### config.mk
export PLATFORM = sky130hd
export DESIGN_NAME = memory_stage
export DESIGN_NICKNAME = d
export VERILOG_FILES = /design/src/rtl/memory_stage.sv
export SDC_FILE = /design/constraint.sdc
export NUM_CORES = 1
export LEC_CHECK = 0
export BUFFER_PORTS_ARGS = -buffer_cell sky130_fd_sc_hd__buf_2
export CORE_AREA = 10 10 136 138
export DETAILED_ROUTE_END_ITERATION = 6
export DIE_AREA = 0 0 146 148
export GPL_TIMING_DRIVEN = 0
export PLACE_DENSITY = 0.85
export SYNTH_ARGS = -nofsm -noshare
export SYNTH_HDL_FRONTEND = slang
export SYNTH_SLANG_ARGS = --single-unit
### constraint.sdc
create_clock -name clk -period 3.2 [get_ports clk]
set_input_delay 0.48 -clock clk [delete_from_list [all_inputs] [get_ports clk]]
set_output_delay 0.48 -clock clk [all_outputs]
set_load 0.02 [all_outputs]
### src/rtl/memory_stage.sv
// ME stage: data-memory req/ack access, branch resolve, registered WB bundle. Optional ack watchdog: MEM_TIMEOUT_EN.
// Latency: 1 cycle to WB; a slow memory adds one bubble per cycle waited.
// Backpressure: stall_o freezes upstream while an access waits for dmem_ack_i.
module memory_stage #(
  parameter int DATA_W  = 32,
  parameter int ADDR_W  = 32,
  parameter int PC_W    = 32,
  parameter int TIMEOUT = 16
) (
  input  logic              clk,
  input  logic              reset,
  input  logic              rf_we_i,
  input  logic              mem_we_i,
  input  logic              mem2rf_i,
  input  logic              branch_i,
  input  logic              check_eq_i,
  input  logic [DATA_W-1:0] mem_wdata_i,
  input  logic [ADDR_W-1:0] rf_waddr_i,
  input  logic [DATA_W-1:0] alu_result_i,
  input  logic [PC_W-1:0]   pc_branch_i,
  output logic              dmem_req_o,
  output logic              dmem_we_o,
  output logic [ADDR_W-1:0] dmem_addr_o,
  output logic [DATA_W-1:0] dmem_wdata_o,
  input  logic              dmem_ack_i,
  input  logic [DATA_W-1:0] dmem_rdata_i,
  output logic              stall_o,
  output logic              br_taken_o,
  output logic [PC_W-1:0]   pc_branch_o,
  output logic              rf_we_o,
  output logic [ADDR_W-1:0] rf_waddr_o,
  output logic [DATA_W-1:0] rf_wdata_o,
  output logic              err_o
);

  if (TIMEOUT < 2) begin : g_timeout_chk
    $error("memory_stage: TIMEOUT must be >= 2");
  end

  typedef enum logic {S_IDLE, S_WAIT} state_t;

  state_t state, state_nxt;

  logic              mem_op;
  logic              capture;
  logic              timeout;
  logic              wb_load;
  logic              wb_we;
  logic [ADDR_W-1:0] wb_waddr;
  logic [DATA_W-1:0] wb_wdata;

  // Snapshot of the bundle that missed its ack; drives the bus while waiting.
  logic              h_we;
  logic              h_mem2rf;
  logic              h_rf_we;
  logic [ADDR_W-1:0] h_waddr;
  logic [DATA_W-1:0] h_alu;
  logic [DATA_W-1:0] h_wdata;

  assign mem_op      = mem_we_i | mem2rf_i;
  assign pc_branch_o = pc_branch_i;
  assign br_taken_o  = branch_i & (state == S_IDLE) & ((alu_result_i == '0) == check_eq_i);

`ifdef MEM_TIMEOUT_EN
  localparam int CNT_W = $clog2(TIMEOUT);
  logic [CNT_W-1:0] wait_cnt;
  logic             err_q;

  assign timeout = (state == S_WAIT) && (wait_cnt == CNT_W'(TIMEOUT - 1));
  assign err_o   = err_q;

  always_ff @(posedge clk) begin
    if (!reset) begin
      wait_cnt <= '0;
      err_q    <= 1'b0;
    end else begin
      if (capture)
        wait_cnt <= '0;
      else if (state == S_WAIT && !dmem_ack_i)
        wait_cnt <= wait_cnt + 1'b1;
      if (state == S_WAIT && !dmem_ack_i && timeout)
        err_q <= 1'b1;
    end
  end
`else
  assign timeout = 1'b0;
  assign err_o   = 1'b0;
`endif

  always_comb begin
    state_nxt    = state;
    dmem_req_o   = 1'b0;
    dmem_we_o    = 1'b0;
    dmem_addr_o  = '0;
    dmem_wdata_o = '0;
    stall_o      = 1'b0;
    capture      = 1'b0;
    wb_load      = 1'b0;
    wb_we        = 1'b0;
    wb_waddr     = rf_waddr_i;
    wb_wdata     = alu_result_i;
    case (state)
      S_IDLE: begin
        dmem_req_o   = mem_op;
        dmem_we_o    = mem_we_i;
        dmem_addr_o  = ADDR_W'(alu_result_i);
        dmem_wdata_o = mem_wdata_i;
        if (mem_op && !dmem_ack_i) begin
          stall_o   = 1'b1;
          capture   = 1'b1;
          state_nxt = S_WAIT;
        end else begin
          wb_load = 1'b1;
          wb_we   = rf_we_i;
          if (mem2rf_i)
            wb_wdata = dmem_rdata_i;
        end
      end
      S_WAIT: begin
        dmem_req_o   = 1'b1;
        dmem_we_o    = h_we;
        dmem_addr_o  = ADDR_W'(h_alu);
        dmem_wdata_o = h_wdata;
        if (dmem_ack_i) begin
          wb_load   = 1'b1;
          wb_we     = h_rf_we;
          wb_waddr  = h_waddr;
          wb_wdata  = h_mem2rf ? dmem_rdata_i : h_alu;
          state_nxt = S_IDLE;
        end else if (timeout) begin
          // Abandoned access: no writeback, upstream released this cycle.
          state_nxt = S_IDLE;
        end else begin
          stall_o = 1'b1;
        end
      end
      default: state_nxt = S_IDLE;
    endcase
  end

  always_ff @(posedge clk) begin
    if (!reset) begin
      state      <= S_IDLE;
      rf_we_o    <= 1'b0;
      rf_waddr_o <= '0;
      rf_wdata_o <= '0;
      h_we       <= 1'b0;
      h_mem2rf   <= 1'b0;
      h_rf_we    <= 1'b0;
      h_waddr    <= '0;
      h_alu      <= '0;
      h_wdata    <= '0;
    end else begin
      state   <= state_nxt;
      rf_we_o <= wb_load & wb_we;
      if (wb_load) begin
        rf_waddr_o <= wb_waddr;
        rf_wdata_o <= wb_wdata;
      end
      if (capture) begin
        h_we     <= mem_we_i;
        h_mem2rf <= mem2rf_i;
        h_rf_we  <= rf_we_i;
        h_waddr  <= rf_waddr_i;
        h_alu    <= alu_result_i;
        h_wdata  <= mem_wdata_i;
      end
    end
  end

endmodule
# After elaboration in Yosys (flattened, before gate mapping)
# Cells that the tools add are included.
totals:
  register_bits: 165
  input_bits: 168
  wordCells: 40
op_classes:
  eq_ne: 1
  mux: 21
  bitwise: 5
  reduce_logical: 3
ops:
  columns: ["op", "n"]
  rows:
  - ["2-to-1 mux 32 bit", 6]
  - ["one-hot mux 32 bit (2 select lines)", 3]
  - ["logical NOT 32 bit", 1]
  - ["one-hot mux 1 bit (2 select lines)", 5]
  - ["2-to-1 mux 1 bit", 7]
  - ["AND 1 bit", 3]
  - ["== test 1 bit", 1]
  - ["logical AND 1 bit", 1]
  - ["logical NOT 1 bit", 1]
  - ["NOT 1 bit", 1]
  - ["bitwise OR 1 bit", 1]

# Longest topological paths before layout
# Gate-level depths: netlist (run 1).
logic_depth:
  depth_word: 5
  depth_mapped: 7

# Worst setup path before layout (run 1)
# Ideal clock, no wire load.
synth_timing:
  kind: "input -> output"
  start: "input alu_result_i[24]"
  end: "output br_taken_o"
  arrival_time_ns: 1.741
  path_slack_ns: 0.979
  cell_stages: 4
  path_cell_list: "nor4_1 nand4_1 o21ai_0 nor4bb_1"
synth_via:
  elab_chain_cells: 3
synth_lines:
  columns: ["item", "line_no", "text"]
  rows:
  - ["start: declaration", "19", "input logic [DATA_W-1:0] alu_result_i,"]
  - ["logical NOT 32 bit", "62", "assign br_taken_o = branch_i & (state == S_IDLE) & ((alu_result_i == '0) == check_eq_i);"]
  - ["== test 1 bit", "62", null]
  - ["AND 1 bit", "62", null]
  - ["end: declaration", "28", "output logic br_taken_o,"]
# No other way between the ends.

# Worst setup path in the final report (run 1)
layout_timing:
  start: "input alu_result_i[16]"
  end: "output br_taken_o"
# The elaborated chain is that of the path after synthesis.

==> results of run 1 <==
==> cells by family (layout without fill, tap and decap cells) <==
logic type             after synthesis  in the layout
multiplexers                        97             97
other                                1              4
buffers and inverters              124            453
AO/OA/AOI/OAI                      231            231
AND/OR/NAND/NOR                    380            380
flip-flops                         165            165
==> power by group <==
group / switching, mW / total (mW) / internal, mW / leakage, nW
Combinational: 0.744 / 1.19 / 0.446 / 2.87
Sequential: 0.0731 / 2.27 / 2.19 / 1.36
Clock: 0.830 / 2.11 / 1.28 / 0.280
==> area by class of cell <==
class                      count  area [um^2]  share of cell area, %
antenna                        3        7.507                0.07106
buffer                       122        691.9                  6.549
clock buffer                  22        474.2                  4.488
clock inverter                 8        125.1                  1.184
inverter                       2        7.507                0.07106
multi-input combinational    709         4189                  39.65
sequential                   165         3303                  31.26
tap                          216        270.3                  2.558
timing repair buffer         299         1496                  14.16
==> sequential cells by signal (all words and copies together), names as in the netlist, 32 cells and up <==
signal      cells
rf_waddr_o     32
rf_wdata_o     32
h_wdata        32
h_alu          32
h_waddr        32
==> stage by stage <==
stage / power, mW / area (um^2)
detailed placement: 3.488 / 9958
CTS: 5.572 / 10560
global placement: 3.459 / 9958
floorplan: 3.049 / 8192
global route: 5.784 / 10560
finish: 5.565 / 10570
==> worst register-to-register path, delay by kind of cell (launching register included) <==
kind	cells	cell delay (ps)
buffers and inverters	3	780
AOI/OAI and AO/OA	1	120
DFF	1	320
and+or+nand+nor	2	580
==> cells in the mapped netlist, types with 3 or more instances <==
cell,n
a221oi_2,32
mux2i_1,32
buf_1,3
clkbuf_1,45
nand3_1,33
o21ai_1,22
nor2_1,34
a21oi_1,100
buf_4,35
a311oi_1,32
o21ai_0,44
dfxtp_1,165
buf_2,31
buf_6,7
mux2_2,65
nand2_1,295
nor4_1,8
==> worst max path at each step <==
stage | start | endpoint | slack (ps) | depth (start not counted)
after floorplan | alu_result_i[24] | br_taken_o | 980 | 4
after global routing | alu_result_i[16] | br_taken_o | 380 | 6
after global placement | alu_result_i[16] | br_taken_o | 440 | 6
after detailed placement | alu_result_i[16] | br_taken_o | 400 | 6
after CTS | alu_result_i[16] | br_taken_o | 390 | 6
final | alu_result_i[16] | br_taken_o | 450 | 6
==> routing by layer <==
layer | track usage, % | routed length [um] | vias to the layer above
met5 | 0 | 0 | -
li1 | - | - | 4084
met1 | 29.37 | 11460 | 4024
met4 | 11.41 | 971 | 0
met3 | 8.272 | 2599 | 68
met2 | 44.84 | 14440 | 433
==> flow_metrics.env, run 1 <==
export IMPL_relSlewSlack_pct=46.48
export IMPL_synth_cell_types=30
export IMPL_yosysSeqAreaShare_pct=40.32
export IMPL_worstMarginPinSlew_ps=802.7
export IMPL_yosys_area_share_simple_pct=18.73
export IMPL_ant_nets=0
export IMPL_drive_above_1_share_pct=37.75
export IMPL_grt_ovfl_total=0
export IMPL_grt_pass1_vias=8744
export IMPL_cp_end_kind="output pin"
export IMPL_yosys_area_top_type="dfxtp_1"
export IMPL_critical_path_max_stage_delay_ps=490
export IMPL_drv_cap=0
export IMPL_reg2reg_depth=6
export IMPL_fin_cells=1546
export IMPL_syn_area_um2=8192
export IMPL_pre_cts_ws_ps=401.2
export IMPL_finalHoldViolations=0
export IMPL_critical_path_cell_chain="buf_2, nor4_1, nand4_1, o21ai_0, nor4bb_1, buf_2"
export IMPL_setup_viol=0
export IMPL_synth_compound_area_share_pct=19.52
export IMPL_cp_max_fo=4
export IMPL_postSynthAreaPerCell_um2=8.208
export IMPL_totalNegativeSetupSlack_ps=0
export IMPL_setup_slack_ps=453.3
export IMPL_wirelength_mm=29.46
export IMPL_vias_per_cell=5.569
export IMPL_tritoncts="yes"
export IMPL_track_usage_pct=26.17
export IMPL_n_fill_cell=1339
export IMPL_path_class="primary input to output pin"
export IMPL_synth_nets=1166
export IMPL_clock_sinks=165
export IMPL_cts_made_buffers=17
export IMPL_start_util_pct=52.13
export IMPL_gp_congestion=0.8801
export IMPL_startpoint_type="primary input"
export IMPL_layout_common_cells="buf_2, nand2_1, dfxtp_1"
export IMPL_ctsHoldBuffers=0
export IMPL_die_w_um=146
export IMPL_leakagePower_nw=4.513
export IMPL_hold_path_endpoint="h_wdata[17]$_SDFFE_PN0P_"
export IMPL_die_h_um=148
export IMPL_synth_xor_area_share_pct=0
export IMPL_period_needed_ps=2747
export IMPL_final_util_pct=67.24
export IMPL_synth_seq_cells=165
export IMPL_syn2layout_area_growth_pct=28.97
export IMPL_min_from="mem_wdata_i[17]"
export IMPL_fin_nets=1484
export IMPL_io_buffers=299
export IMPL_powerDensity_nw_per_um2=526.7
export IMPL_insertion_delay_ps=420
export IMPL_synthCells=998
export IMPL_cts_root_buf="clkbuf_16"
export IMPL_layout_cells_most_common="buf_2"
export IMPL_reg2reg_to="h_waddr[23]$_SDFFE_PN0P_"
export IMPL_core_um2=15710
export IMPL_antenna_found_initial=3
export IMPL_ys_warn_count=0
export IMPL_path_delay_family="simple AND/OR/NAND/NOR gates"
export IMPL_grt_setup_unrepaired="no"
export IMPL_path_common_cell="buf_2"
export IMPL_synth_ff_type="dfxtp_1"
export IMPL_grt_pass1_wl_mm=46.25
export IMPL_critPathBufInv=2
export IMPL_synth_adder_area_share_pct=0
export IMPL_whs_ps=297.4
export IMPL_holdCritPathClass="primary input to register"
export IMPL_die_area_um2=21610
export IMPL_vias=8609
export IMPL_cp_arrival_ps=2270
export IMPL_yosys_top_cells_area="dfxtp_1, nand2_1, mux2_2"
export IMPL_period_share_pct=85.83
export IMPL_clk_pin_slew_worst_paths_ps=60
export IMPL_htree_levels=4
export IMPL_outcome="completed"
export IMPL_ios=334
export IMPL_row_count=46
export IMPL_slew_violations=0
export IMPL_grt_max_degree=17
export IMPL_r2r_start="state$_SDFF_PN0_"
export IMPL_whs_path_depth=3
export IMPL_drt_first_iter_violations=516
export IMPL_fmax_mhz=364.1
export IMPL_cp_slowest_cell="nor4_1"
export IMPL_cts_resized=0
export IMPL_place_hpwl_mm=22.09
export IMPL_post_cts_buffers=0
export IMPL_synth_enable_flop_cells=0
export IMPL_wl_per_cell_um=19.06
export IMPL_dr_pass1_iters=5
export IMPL_required_ps=2720
export IMPL_clock_skew_ps=7.516
export IMPL_muxShareOfSynthArea_pct=12.85
export IMPL_drc_errors=0
export IMPL_ir_drop_mv=0.3474
export IMPL_clock_path_buffers=2
export IMPL_async_reset_ff_share_pct=0
export IMPL_post_place_cells=1513
export IMPL_synth_top_area_share_pct=40.32
export IMPL_synth_top_family_by_area="compound AO/OA/AOI/OAI gates"
export IMPL_regToRegSetupSlack_ps=1320
Power figures use the tool's default switching activity.
==> inputs of run 2 (changes only) <==
--- a/config.mk
+++ b/config.mk
@@ -6,11 +6,12 @@
 export NUM_CORES = 1
 export LEC_CHECK = 0
 export BUFFER_PORTS_ARGS = -buffer_cell sky130_fd_sc_hd__buf_2
-export CORE_AREA = 10 10 136 138
+export CORE_AREA = 10 10 135 137
+export CTS_BUF_LIST = sky130_fd_sc_hd__clkbuf_8
 export DETAILED_ROUTE_END_ITERATION = 6
-export DIE_AREA = 0 0 146 148
+export DIE_AREA = 0 0 145 147
 export GPL_TIMING_DRIVEN = 0
-export PLACE_DENSITY = 0.85
+export PLACE_DENSITY = 0.86
 export SYNTH_ARGS = -nofsm -noshare
 export SYNTH_HDL_FRONTEND = slang
 export SYNTH_SLANG_ARGS = --single-unit
==> run 2 against run 1 <==
Total power decreased by 9.3%. Combinational power hardly changed. First-iteration DRC count is 18% higher. Via count shrank 1.3%. Fmax increased by 1.7%. Sequential share of layout area grew 0.54 points. Wire length shrank 1.2%. Clock skew rose by 2.8 ps. Non-clock buffer count did not move. Count of clock-buffer cells in the layout is 3 lower. Die area decreased by 1.4%.
==> flow_metrics.env, run 2 (synthesized netlist as in run 1, its figures left out) <==
export IMPL_register_area_um2=3303
export IMPL_startpoint="state$_SDFF_PN0_"
export IMPL_ctsHoldBuffers=0
export IMPL_clock_skew_ps=10.35
export IMPL_whs_ps=255.7
export IMPL_cp_max_fo=10
export IMPL_fmax_mhz=370.3
export IMPL_period_share_pct=84.38
export IMPL_insertion_delay_ps=460
export IMPL_vias_per_cell=5.492
export IMPL_regToRegSetupSlack_ps=1260
export IMPL_io_buffers=299
export IMPL_cp_arrival_ps=2220
export IMPL_slew_violations=0
export IMPL_clock_path_buffers=2
export IMPL_layout_cells_most_common="buf_2"
export IMPL_outcome="completed"
export IMPL_place_hpwl_mm=22.19
export IMPL_design_area_um2=10390
export IMPL_post_cts_buffers=0
export IMPL_grt_pass1_wl_mm=45.84
export IMPL_worstMarginPinSlew_ps=813.2
export IMPL_die_w_um=145
export IMPL_grt_max_degree=17
export IMPL_dr_pass1_iters=6
export IMPL_grt_ovfl_total=0
export IMPL_fin_cells=1548
export IMPL_start_util_pct=52.52
export IMPL_relSlewSlack_pct=45.79
export IMPL_cp_end_kind="output pin"
export IMPL_core_um2=15600
export IMPL_drt_first_iter_violations=610
export IMPL_drc_errors=0
export IMPL_setup_viol=0
export IMPL_die_h_um=147
export IMPL_htree_levels=4
export IMPL_row_count=46
export IMPL_leakagePower_nw=4.439
export IMPL_drive_above_1_share_pct=37.85
export IMPL_vias=8501
export IMPL_clock_sinks=165
export IMPL_multi_input_area_um2=4189
export IMPL_min_from="mem_wdata_i[22]"
export IMPL_path_class="register to output pin"
export IMPL_period_needed_ps=2700
export IMPL_cts_made_buffers=17
export IMPL_r2r_start="state$_SDFF_PN0_"
export IMPL_clk_pin_slew_worst_paths_ps=90
export IMPL_gp_congestion=0.8946
export IMPL_startpoint_type="register"
export IMPL_syn2layout_area_growth_pct=26.79
export IMPL_wl_per_cell_um=18.81
export IMPL_wirelength_mm=29.12
export IMPL_post_place_cells=1513
export IMPL_ant_nets=0
export IMPL_powerDensity_nw_per_um2=486.1
export IMPL_n_fill_cell=1360
export IMPL_totalNegativeSetupSlack_ps=0
export IMPL_finalHoldViolations=0
export IMPL_fin_nets=1484
export IMPL_grt_pass1_vias=8690
export IMPL_antenna_found_initial=3
export IMPL_placed_area_um2=9958
export IMPL_required_ps=2720
export IMPL_holdCritPathClass="primary input to register"
export IMPL_layout_common_cells="buf_2, nand2_1, dfxtp_1"
export IMPL_drv_cap=0
export IMPL_cts_root_buf="clkbuf_8"
export IMPL_cts_resized=0
export IMPL_tritoncts="yes"
export IMPL_die_area_um2=21320
export IMPL_ios=334
export IMPL_track_usage_pct=26.08
export IMPL_grt_setup_unrepaired="no"
export IMPL_ir_drop_mv=0.2518
==> run 2: cell types whose count changed in the layout (fill, tap and decap cells not counted), sizes merged <==
| cell | before | now |
|---|---|---|
| inv | 2 | 4 |
| clkbuf | 67 | 64 |
| clkinv | 1 | 4 |
==> run 2: final timing paths <==
kind | cells past startpoint | to
max | 5 | dmem_addr_o[14]
min | 3 | h_wdata[22]$_SDFFE_PN0P_
max reg2reg | 6 | h_waddr[27]$_SDFFE_PN0P_
min reg2reg | 2 | h_wdata[17]$_SDFFE_PN0P_
==> run 2: metal layers <==
layer / track usage (%) / share of wire [%] / up-vias
li1: - / - / 4066
met1: 29.69 / 39 / 3960
met2: 44.12 / 49 / 398
met3: 8.108 / 8.3 / 75
met4: 11.49 / 3.6 / 2
met5: 0 / 0.031 / -
==> run 2: area by class of cell <==
| type | count | area share (%) |
|---|---|---|
| Timing Repair Buffer | 299 | 14.41 |
| Buffer | 122 | 6.662 |
| Antenna cell | 3 | 0.07228 |
| Tap cell | 216 | 2.602 |
| Sequential cell | 165 | 31.80 |
| Clock buffer | 19 | 2.518 |
| Inverter | 2 | 0.07228 |
| Multi-Input combinational cell | 709 | 40.33 |
| Clock inverter | 13 | 1.530 |
==> run 2: worst max-delay path, cell delays in order, from the launching register on <==
cell	delay (ps)
dfxtp_1	360
buf_4	210
buf_2	310
buf_2	330
mux2_2	390
buf_2	160
==> run 2: report_power, final <==
| group | total (mW) | internal [mW] | switching, mW |
|---|---|---|---|
| clock | 1.60 | 0.809 | 0.793 |
| sequential | 2.26 | 2.19 | 0.0743 |
| combinational | 1.18 | 0.445 | 0.737 |
==> run 2: stage by stage <==
step	setup slack, ps	utilization, %	power, mW
after floorplan	979.4	-	3.049
after global placement	631.6	63.85	3.458
after global routing	382.8	66.57	5.261
after detailed placement	606.4	63.85	3.487
after CTS	456.6	66.54	5.050
final	499.8	66.59	5.048
